**src/rtl/microondas_pkg.sv**
```systemverilog
// Shared definitions for the microwave controller slice.
//   state_e : controller state, also driven out on the 2-bit state port
//   sel_e   : edit field chosen by the sel input
//   SEC_MAX : largest legal seconds value
package microondas_pkg;

  typedef enum logic [1:0] {
    ST_IDLE  = 2'd0,
    ST_RUN   = 2'd1,
    ST_PAUSE = 2'd2,
    ST_DONE  = 2'd3
  } state_e;

  typedef enum logic [1:0] {
    SEL_SEC_U = 2'd0,
    SEL_SEC_T = 2'd1,
    SEL_MIN_U = 2'd2,
    SEL_MIN_T = 2'd3
  } sel_e;

  localparam int unsigned SEC_MAX = 59;

endpackage

```
**src/rtl/microondas_ctrl_param_edge_detector.sv**
```systemverilog
// Registered rising-edge detector for one raw button.
//   clock  : system clock
//   reset  : synchronous, active-low
//   din    : raw button level
//   rising : one-cycle pulse, one cycle after din rises
module edge_detector (
  input  logic clock,
  input  logic reset,
  input  logic din,
  output logic rising
);

  logic prev_q;
  logic rise_q;

  always_ff @(posedge clock) begin
    if (!reset) begin
      prev_q <= 1'b0;
      rise_q <= 1'b0;
    end else begin
      prev_q <= din;
      rise_q <= din & ~prev_q;
    end
  end

  assign rising = rise_q;

endmodule

```
**src/rtl/microondas_ctrl_param.sv**
```systemverilog
// Microwave controller: time entry, power level, countdown with internal
// 1 Hz tick, door interlock, heater duty cycling, add-QUICK_SEC and a timed
// DONE/buzzer phase.
//   clock, reset        : clock and synchronous active-low reset
//   start/stop/pause    : raw buttons (edge detected internally)
//   plus/minus          : raw buttons, edit time or power level
//   door                : 1 = door open
//   sel, power_mode     : edit field select, power-adjust mode
//   min, sec, level     : programmed/remaining time and power level
//   heater, buzzer, done: magnetron enable, DONE buzzer, DONE entry pulse
//   state               : IDLE=0 RUN=1 PAUSE=2 DONE=3
module microondas_ctrl_param
  import microondas_pkg::*;
#(
  parameter int unsigned CLK_FREQ   = 100_000_000,
  parameter int unsigned MAX_MIN    = 99,
  parameter int unsigned NUM_LEVELS = 4,
  parameter int unsigned DONE_SECS  = 3,
  parameter int unsigned QUICK_SEC  = 30
) (
  input  logic                              clock,
  input  logic                              reset,
  input  logic                              start,
  input  logic                              stop,
  input  logic                              pause,
  input  logic                              plus,
  input  logic                              minus,
  input  logic                              door,
  input  logic [1:0]                        sel,
  input  logic                              power_mode,
  output logic [$clog2(MAX_MIN+1)-1:0]      min,
  output logic [5:0]                        sec,
  output logic [$clog2(NUM_LEVELS)-1:0]     level,
  output logic                              heater,
  output logic                              buzzer,
  output logic                              done,
  output logic [1:0]                        state
);

  localparam int unsigned MW = $clog2(MAX_MIN + 1);
  localparam int unsigned LW = $clog2(NUM_LEVELS);
  localparam int unsigned TW = (CLK_FREQ > 1) ? $clog2(CLK_FREQ) : 1;
  localparam int unsigned DW = $clog2(DONE_SECS + 1);

  localparam logic [TW-1:0] TICK_LAST  = TW'(CLK_FREQ - 1);
  localparam logic [LW-1:0] LVL_TOP    = LW'(NUM_LEVELS - 1);
  localparam logic [DW-1:0] DONE_LAST  = DW'(DONE_SECS - 1);
  localparam logic [31:0]   MAX_M      = 32'(MAX_MIN);
  localparam logic [31:0]   Q_MIN      = 32'(QUICK_SEC / 60);
  localparam logic [31:0]   Q_SEC      = 32'(QUICK_SEC % 60);

  logic start_p, stop_p, pause_p, plus_p, minus_p;

  edge_detector u_ed_start (.clock(clock), .reset(reset), .din(start), .rising(start_p));
  edge_detector u_ed_stop  (.clock(clock), .reset(reset), .din(stop),  .rising(stop_p));
  edge_detector u_ed_pause (.clock(clock), .reset(reset), .din(pause), .rising(pause_p));
  edge_detector u_ed_plus  (.clock(clock), .reset(reset), .din(plus),  .rising(plus_p));
  edge_detector u_ed_minus (.clock(clock), .reset(reset), .din(minus), .rising(minus_p));

  state_e          state_q, state_d;
  logic [MW-1:0]   min_q, min_d;
  logic [5:0]      sec_q, sec_d;
  logic [LW-1:0]   level_q, level_d;
  logic [TW-1:0]   tick_cnt_q, tick_cnt_d;
  logic [LW-1:0]   duty_q, duty_d;
  logic [DW-1:0]   dcnt_q, dcnt_d;
  logic            heater_q, done_q;
  logic            tick;

  // Candidate time values for every kind of update; the FSM picks one.
  logic [MW-1:0] edit_min, add_min, tick_min;
  logic [5:0]    edit_sec, add_sec, tick_sec;
  logic          tick_zero, field_min;
  logic [31:0]   min_w, sec_w, step_w, sec_sum, min_sum;

  always_comb begin
    min_w     = 32'(min_q);
    sec_w     = 32'(sec_q);
    field_min = (sel_e'(sel) == SEL_MIN_U) || (sel_e'(sel) == SEL_MIN_T);
    step_w    = ((sel_e'(sel) == SEL_SEC_T) || (sel_e'(sel) == SEL_MIN_T)) ? 32'd10 : 32'd1;
    edit_min  = min_q;
    edit_sec  = sec_q;
    if (plus_p) begin
      if (field_min) edit_min = MW'((min_w + step_w > MAX_M) ? MAX_M : min_w + step_w);
      else           edit_sec = 6'((sec_w + step_w > SEC_MAX) ? SEC_MAX : sec_w + step_w);
    end else if (minus_p) begin
      if (field_min) edit_min = MW'((min_w < step_w) ? 32'd0 : min_w - step_w);
      else           edit_sec = 6'((sec_w < step_w) ? 32'd0 : sec_w - step_w);
    end

    sec_sum = sec_w + Q_SEC;
    min_sum = min_w + Q_MIN;
    if (sec_sum >= 32'd60) begin
      sec_sum = sec_sum - 32'd60;
      min_sum = min_sum + 32'd1;
    end
    if (min_sum > MAX_M) begin
      add_min = MW'(MAX_M);
      add_sec = 6'(SEC_MAX);
    end else begin
      add_min = MW'(min_sum);
      add_sec = 6'(sec_sum);
    end

    if (sec_q != '0) begin
      tick_min = min_q;
      tick_sec = sec_q - 6'd1;
    end else begin
      tick_min = min_q - MW'(1);
      tick_sec = 6'(SEC_MAX);
    end
    tick_zero = (tick_min == '0) && (tick_sec == '0);
  end

  assign tick = ((state_q == ST_RUN) || (state_q == ST_DONE)) && (tick_cnt_q == TICK_LAST);

  always_ff @(posedge clock) begin
    if (!reset) begin
      state_q    <= ST_IDLE;
      min_q      <= '0;
      sec_q      <= '0;
      level_q    <= '0;
      tick_cnt_q <= '0;
      duty_q     <= '0;
      dcnt_q     <= '0;
      heater_q   <= 1'b0;
      done_q     <= 1'b0;
    end else begin
      state_q    <= state_d;
      min_q      <= min_d;
      sec_q      <= sec_d;
      level_q    <= level_d;
      tick_cnt_q <= tick_cnt_d;
      duty_q     <= duty_d;
      dcnt_q     <= dcnt_d;
      // Built from next-state values so heater switches with the state change.
      heater_q   <= (state_d == ST_RUN) && !door && (duty_d <= level_d);
      done_q     <= (state_d == ST_DONE) && (state_q != ST_DONE);
    end
  end

  always_comb begin
    state_d    = state_q;
    min_d      = min_q;
    sec_d      = sec_q;
    level_d    = level_q;
    tick_cnt_d = tick_cnt_q;
    duty_d     = duty_q;
    dcnt_d     = '0;
    if ((state_q == ST_RUN) || (state_q == ST_DONE))
      tick_cnt_d = tick ? '0 : tick_cnt_q + TW'(1);

    unique case (state_q)
      ST_IDLE: begin
        if (start_p && !door) begin
          state_d    = ST_RUN;
          tick_cnt_d = '0;
          duty_d     = '0;
          if ((min_q == '0) && (sec_q == '0)) begin
            min_d = MW'(Q_MIN);
            sec_d = 6'(Q_SEC);
          end
        end else if (power_mode) begin
          if (plus_p) begin
            if (level_q != LVL_TOP) level_d = level_q + LW'(1);
          end else if (minus_p) begin
            if (level_q != '0) level_d = level_q - LW'(1);
          end
        end else begin
          min_d = edit_min;
          sec_d = edit_sec;
        end
      end
      ST_RUN: begin
        if (stop_p) begin
          state_d = ST_IDLE;
          min_d   = '0;
          sec_d   = '0;
        end else if (pause_p || door) begin
          state_d = ST_PAUSE;
        end else if (plus_p) begin
          min_d = add_min;
          sec_d = add_sec;
        end else if (tick) begin
          min_d  = tick_min;
          sec_d  = tick_sec;
          duty_d = (duty_q == LVL_TOP) ? '0 : duty_q + LW'(1);
          if (tick_zero) state_d = ST_DONE;
        end
      end
      ST_PAUSE: begin
        if (stop_p) begin
          state_d = ST_IDLE;
          min_d   = '0;
          sec_d   = '0;
        end else if ((start_p || pause_p) && !door) begin
          state_d = ST_RUN;
        end
      end
      ST_DONE: begin
        min_d  = '0;
        sec_d  = '0;
        dcnt_d = dcnt_q;
        if (start_p || stop_p || pause_p || door) begin
          state_d = ST_IDLE;
          dcnt_d  = '0;
        end else if (tick) begin
          if (dcnt_q == DONE_LAST) begin
            state_d = ST_IDLE;
            dcnt_d  = '0;
          end else begin
            dcnt_d = dcnt_q + DW'(1);
          end
        end
      end
    endcase
  end

  always_comb begin
    state  = state_q;
    min    = min_q;
    sec    = sec_q;
    level  = level_q;
    heater = heater_q;
    done   = done_q;
    buzzer = (state_q == ST_DONE);
  end

endmodule

```
**config.mk**
```make
export PLATFORM = sky130hd
export DESIGN_NAME = microondas_ctrl_param
export DESIGN_NICKNAME = d
export VERILOG_FILES = /design/src/rtl/microondas_pkg.sv /design/src/rtl/microondas_ctrl_param_edge_detector.sv /design/src/rtl/microondas_ctrl_param.sv
export SDC_FILE = /design/constraint.sdc
export NUM_CORES = 1
export LEC_CHECK = 0
export BUFFER_PORTS_ARGS = -buffer_cell sky130_fd_sc_hd__buf_2
export CAP_MARGIN = 20
export CORE_MARGIN = 2
export CORE_UTILIZATION = 45
export CTS_CLUSTER_DIAMETER = 30
export DETAILED_ROUTE_END_ITERATION = 8
export PLACE_DENSITY = 0.67
export SKIP_LAST_GASP = 1
export SYNTH_ARGS = -nofsm -noshare
export SYNTH_HDL_FRONTEND = slang
export SYNTH_SLANG_ARGS = --single-unit
export TNS_END_PERCENT = 1
```
**constraint.sdc**
```tcl
create_clock -name clock -period 3.74 [get_ports clock]
set_input_delay 0.561 -clock clock [delete_from_list [all_inputs] [get_ports clock]]
set_output_delay 0.561 -clock clock [all_outputs]
set_load 0.05 [all_outputs]
```
==> run summary <==
Synth Register Bits = 60
Comb pwr share = 44.4%
Final Cycle Share = 88.7%
Worst Setup End Kind = flip-flop
number of enable flip-flop cells after synthesis = 0
vias in the first global route = 4308
first-pass GRT wire length = 20700 µm
sw frac = 41.9%
initial antenna violation count = 0
Post-Route WL = 12600 µm
Synth Flop Type = dfxtp_1
MaxCap Viol Count = 0
Starting DRT DRC Count = 274
RSZ-0062 raised after global routing = false
H-tree depth = 3
TritonCTS Buffers = 9
Layout Nets = 675
Fin. Hold Viols = 0
worst path arrival time = 3.55 ns
deepest clock path buffer count = 2
met3 wire length = 733 µm
final worst clock skew = 0.0104 ns
status = complete, no violations
clock share of power = 24.6%
Int Power = 0.00140 W
fmax = 0.301 GHz
Post-Route M1 WL = 5680 µm
Mapped Area = 0.00459 mm²
hold_buf cts = 0
IO Pins = 31
clock root buffer = clkbuf_8
register area share after synthesis = 26.1%
Worst Path Max Fanout = 8
fill count = 936
Clock transition at path regs = 0.07 ns
uppermost layer routed = met4
synth top area cells = dfxtp_1 (26%), ha_1 (6.8%), nor2_1 (5.9%)
die area = 0.0110 mm²
RePlAce Congestion = 0.912
simple-gate share of the synthesized area = 30.3%
Distinct cells, synth = 67
Placeable Area = 0.00986 mm²
Starting Density = 46.6%
area of the multi-input gates = 0.00316 mm²
worst slew pin tran = 0.913 ns
clock latency on the worst-skew pair = 0.34 ns
# rows = 36
share of layout cells above drive strength 1 = 13.1%
pwr/cell area = 469 mW/mm²
largest family of logic cells by synthesized area = simple AND/OR/NAND/NOR gates
share of the synthesized area in the top cell type = 26.1%
mux cell area share after synthesis = 1.33%
drt first pass iters = 5
vias per cell = 5.94
Synth Area in XOR/XNOR = 8.01%
routed wl met2 = 5980 µm
Avg WL per Cell = 16.3 µm
leakage = 2.01 nW
relative slew slack = 39.0%
dpl hpwl = 8970 µm
Post-synth ARST share = 0%
fin crit period = 3.32 ns
Min-Delay Path Class = reg -> reg
cell area after layout = 0.00513 mm²
postcts setup bufs = 0
critical path startpoint category = flip-flop
TritonCTS Sinks = 60
final-report setup violation count = 0
most frequent cell after synthesis = nor2_1
VDD IR-drop max = 0.301 mV
Chip Width = 105 µm
GRT overflow = 0
Synth Area per Inst = 7.58 µm²
Post-DRT Antenna Nets = 0
Sequential Area = 0.00120 mm²
Pins Over Slew Limit = 0
IO buf count = 30
Mapped Cells = 606
synth cell count leaders = nor2_1 (72), dfxtp_1 (60), nand2_1 (53), o21ai_0 (34), a21oi_1 (32)
GR Util All Layers = 23.1%
net switching power figure = 0.00101 W
Synth Warn # = 0
sequential share of power = 31.0%
vias post-DR = 4591
cell taking the most area after synthesis = dfxtp_1
CTS resizes = 0
ANT cells = 0
Post-Syn Nets = 646
CTS tree = yes
crit path kind = reg -> reg
setup tns final = 0 ns
area fraction in compound gates after synthesis = 20.6%
Remaining DRCs = 0
largest net degree at the start of global routing = 29
Placement Cell Area = 0.00493 mm²
Synth Area in Adders = 8.55%
die height = 105 µm
Worst EP required = 3.97 ns
area added between synthesis and finish = 11.7%
## final timing paths
path	startpoint	endpoint	slack, ns	cells past startpoint
worst max-delay path	tick_cnt_q[0]$_SDFF_PN0_	heater$_SDFF_PN0_	0.42	12
worst min-delay path	u_ed_plus.prev_q$_SDFF_PN0_	u_ed_plus.rising$_SDFF_PN0_	0.37	1
worst max register to register	tick_cnt_q[0]$_SDFF_PN0_	heater$_SDFF_PN0_	0.42	12
worst min register to register	u_ed_plus.prev_q$_SDFF_PN0_	u_ed_plus.rising$_SDFF_PN0_	0.37	1
## layout by cell type (no fill, tap or decap), types with 11 or more instances in the layout
cell      n
buf_2    30
buf_4    22
xor2_1   25
xnor2_1  17
nor4_1   11
nor3_1   16
nand4_1  13
inv_1    24
and2_1   13
nor2_1   72
dfxtp_1  60
o21ai_0  34
ha_1     25
nand3_1  27
nand2_1  53
a21oi_1  32
nor2b_1  16
## flip-flops by register name (all words and copies together) (netlist names), 2 cells and up
register	count
min	7
duty_q	2
sec	6
state	2
level	2
tick_cnt_q	27
dcnt_q	2
## through the flow
stage | cells | setup WS, ns | total power, W | utilization, % | hold WS, ns
after floorplan | 606 | 0.107 | 0.00155 | - | 0.367
after global placement | 757 | 0.395 | 0.00179 | 50.0 | 0.370
after detailed placement | 757 | 0.282 | 0.00180 | 50.0 | 0.374
after CTS | 773 | 0.413 | 0.00241 | 52.0 | 0.371
after global routing | 773 | 0.160 | 0.00256 | 52.0 | 0.378
final | 773 | 0.421 | 0.00241 | 52.0 | 0.369
## worst max-delay path, stage by stage (launching register included)
cell	delay, ns
dfxtp_1	0.38
ha_1	0.18
and4_1	0.28
nand4_1	0.18
or4_1	0.67
or4_1	0.54
nand3_1	0.11
o21ai_0	0.12
ha_1	0.32
a21oi_1	0.06
a21oi_1	0.12
nor2_1	0.06
and3_1	0.18
## power by group through the flow
stage	logic, W	registers (W)	clock network [W]
floorplan	0.000740	0.000806	0
global placement	0.00103	0.000758	0
detailed placement	0.00104	0.000758	0
CTS	0.00105	0.000744	0.000608
global route	0.00117	0.000752	0.000640
finish	0.00107	0.000747	0.000592
## layout make-up
class / count / area share (%)
Clock buffer: 10 / 2.68
Multi-Input combinational cell: 488 / 61.5
Tap cell: 133 / 3.24
Sequential cell: 60 / 23.4
Inverter: 24 / 1.76
Timing Repair Buffer: 52 / 6.14
Clock inverter: 6 / 1.24
## layer usage
metal  up-vias  global-route usage, %
li1       2233                      -
met1      2161                   29.8
met2       178                   38.5
met3        19                   4.68
met4         0                   7.90
met5         -                      0
## logic make-up (layout without fill, tap and decap cells)
family | count (synthesis) | in the layout
buffers and inverters | 58 | 92
xor gates and xnor gates | 42 | 42
muxes | 6 | 6
and+or+nand+nor | 272 | 272
adders and majority gates | 29 | 29
AOI/OAI and AO/OA | 139 | 139
DFF | 60 | 60
Note: power is estimated with default switching activity, not from simulation.
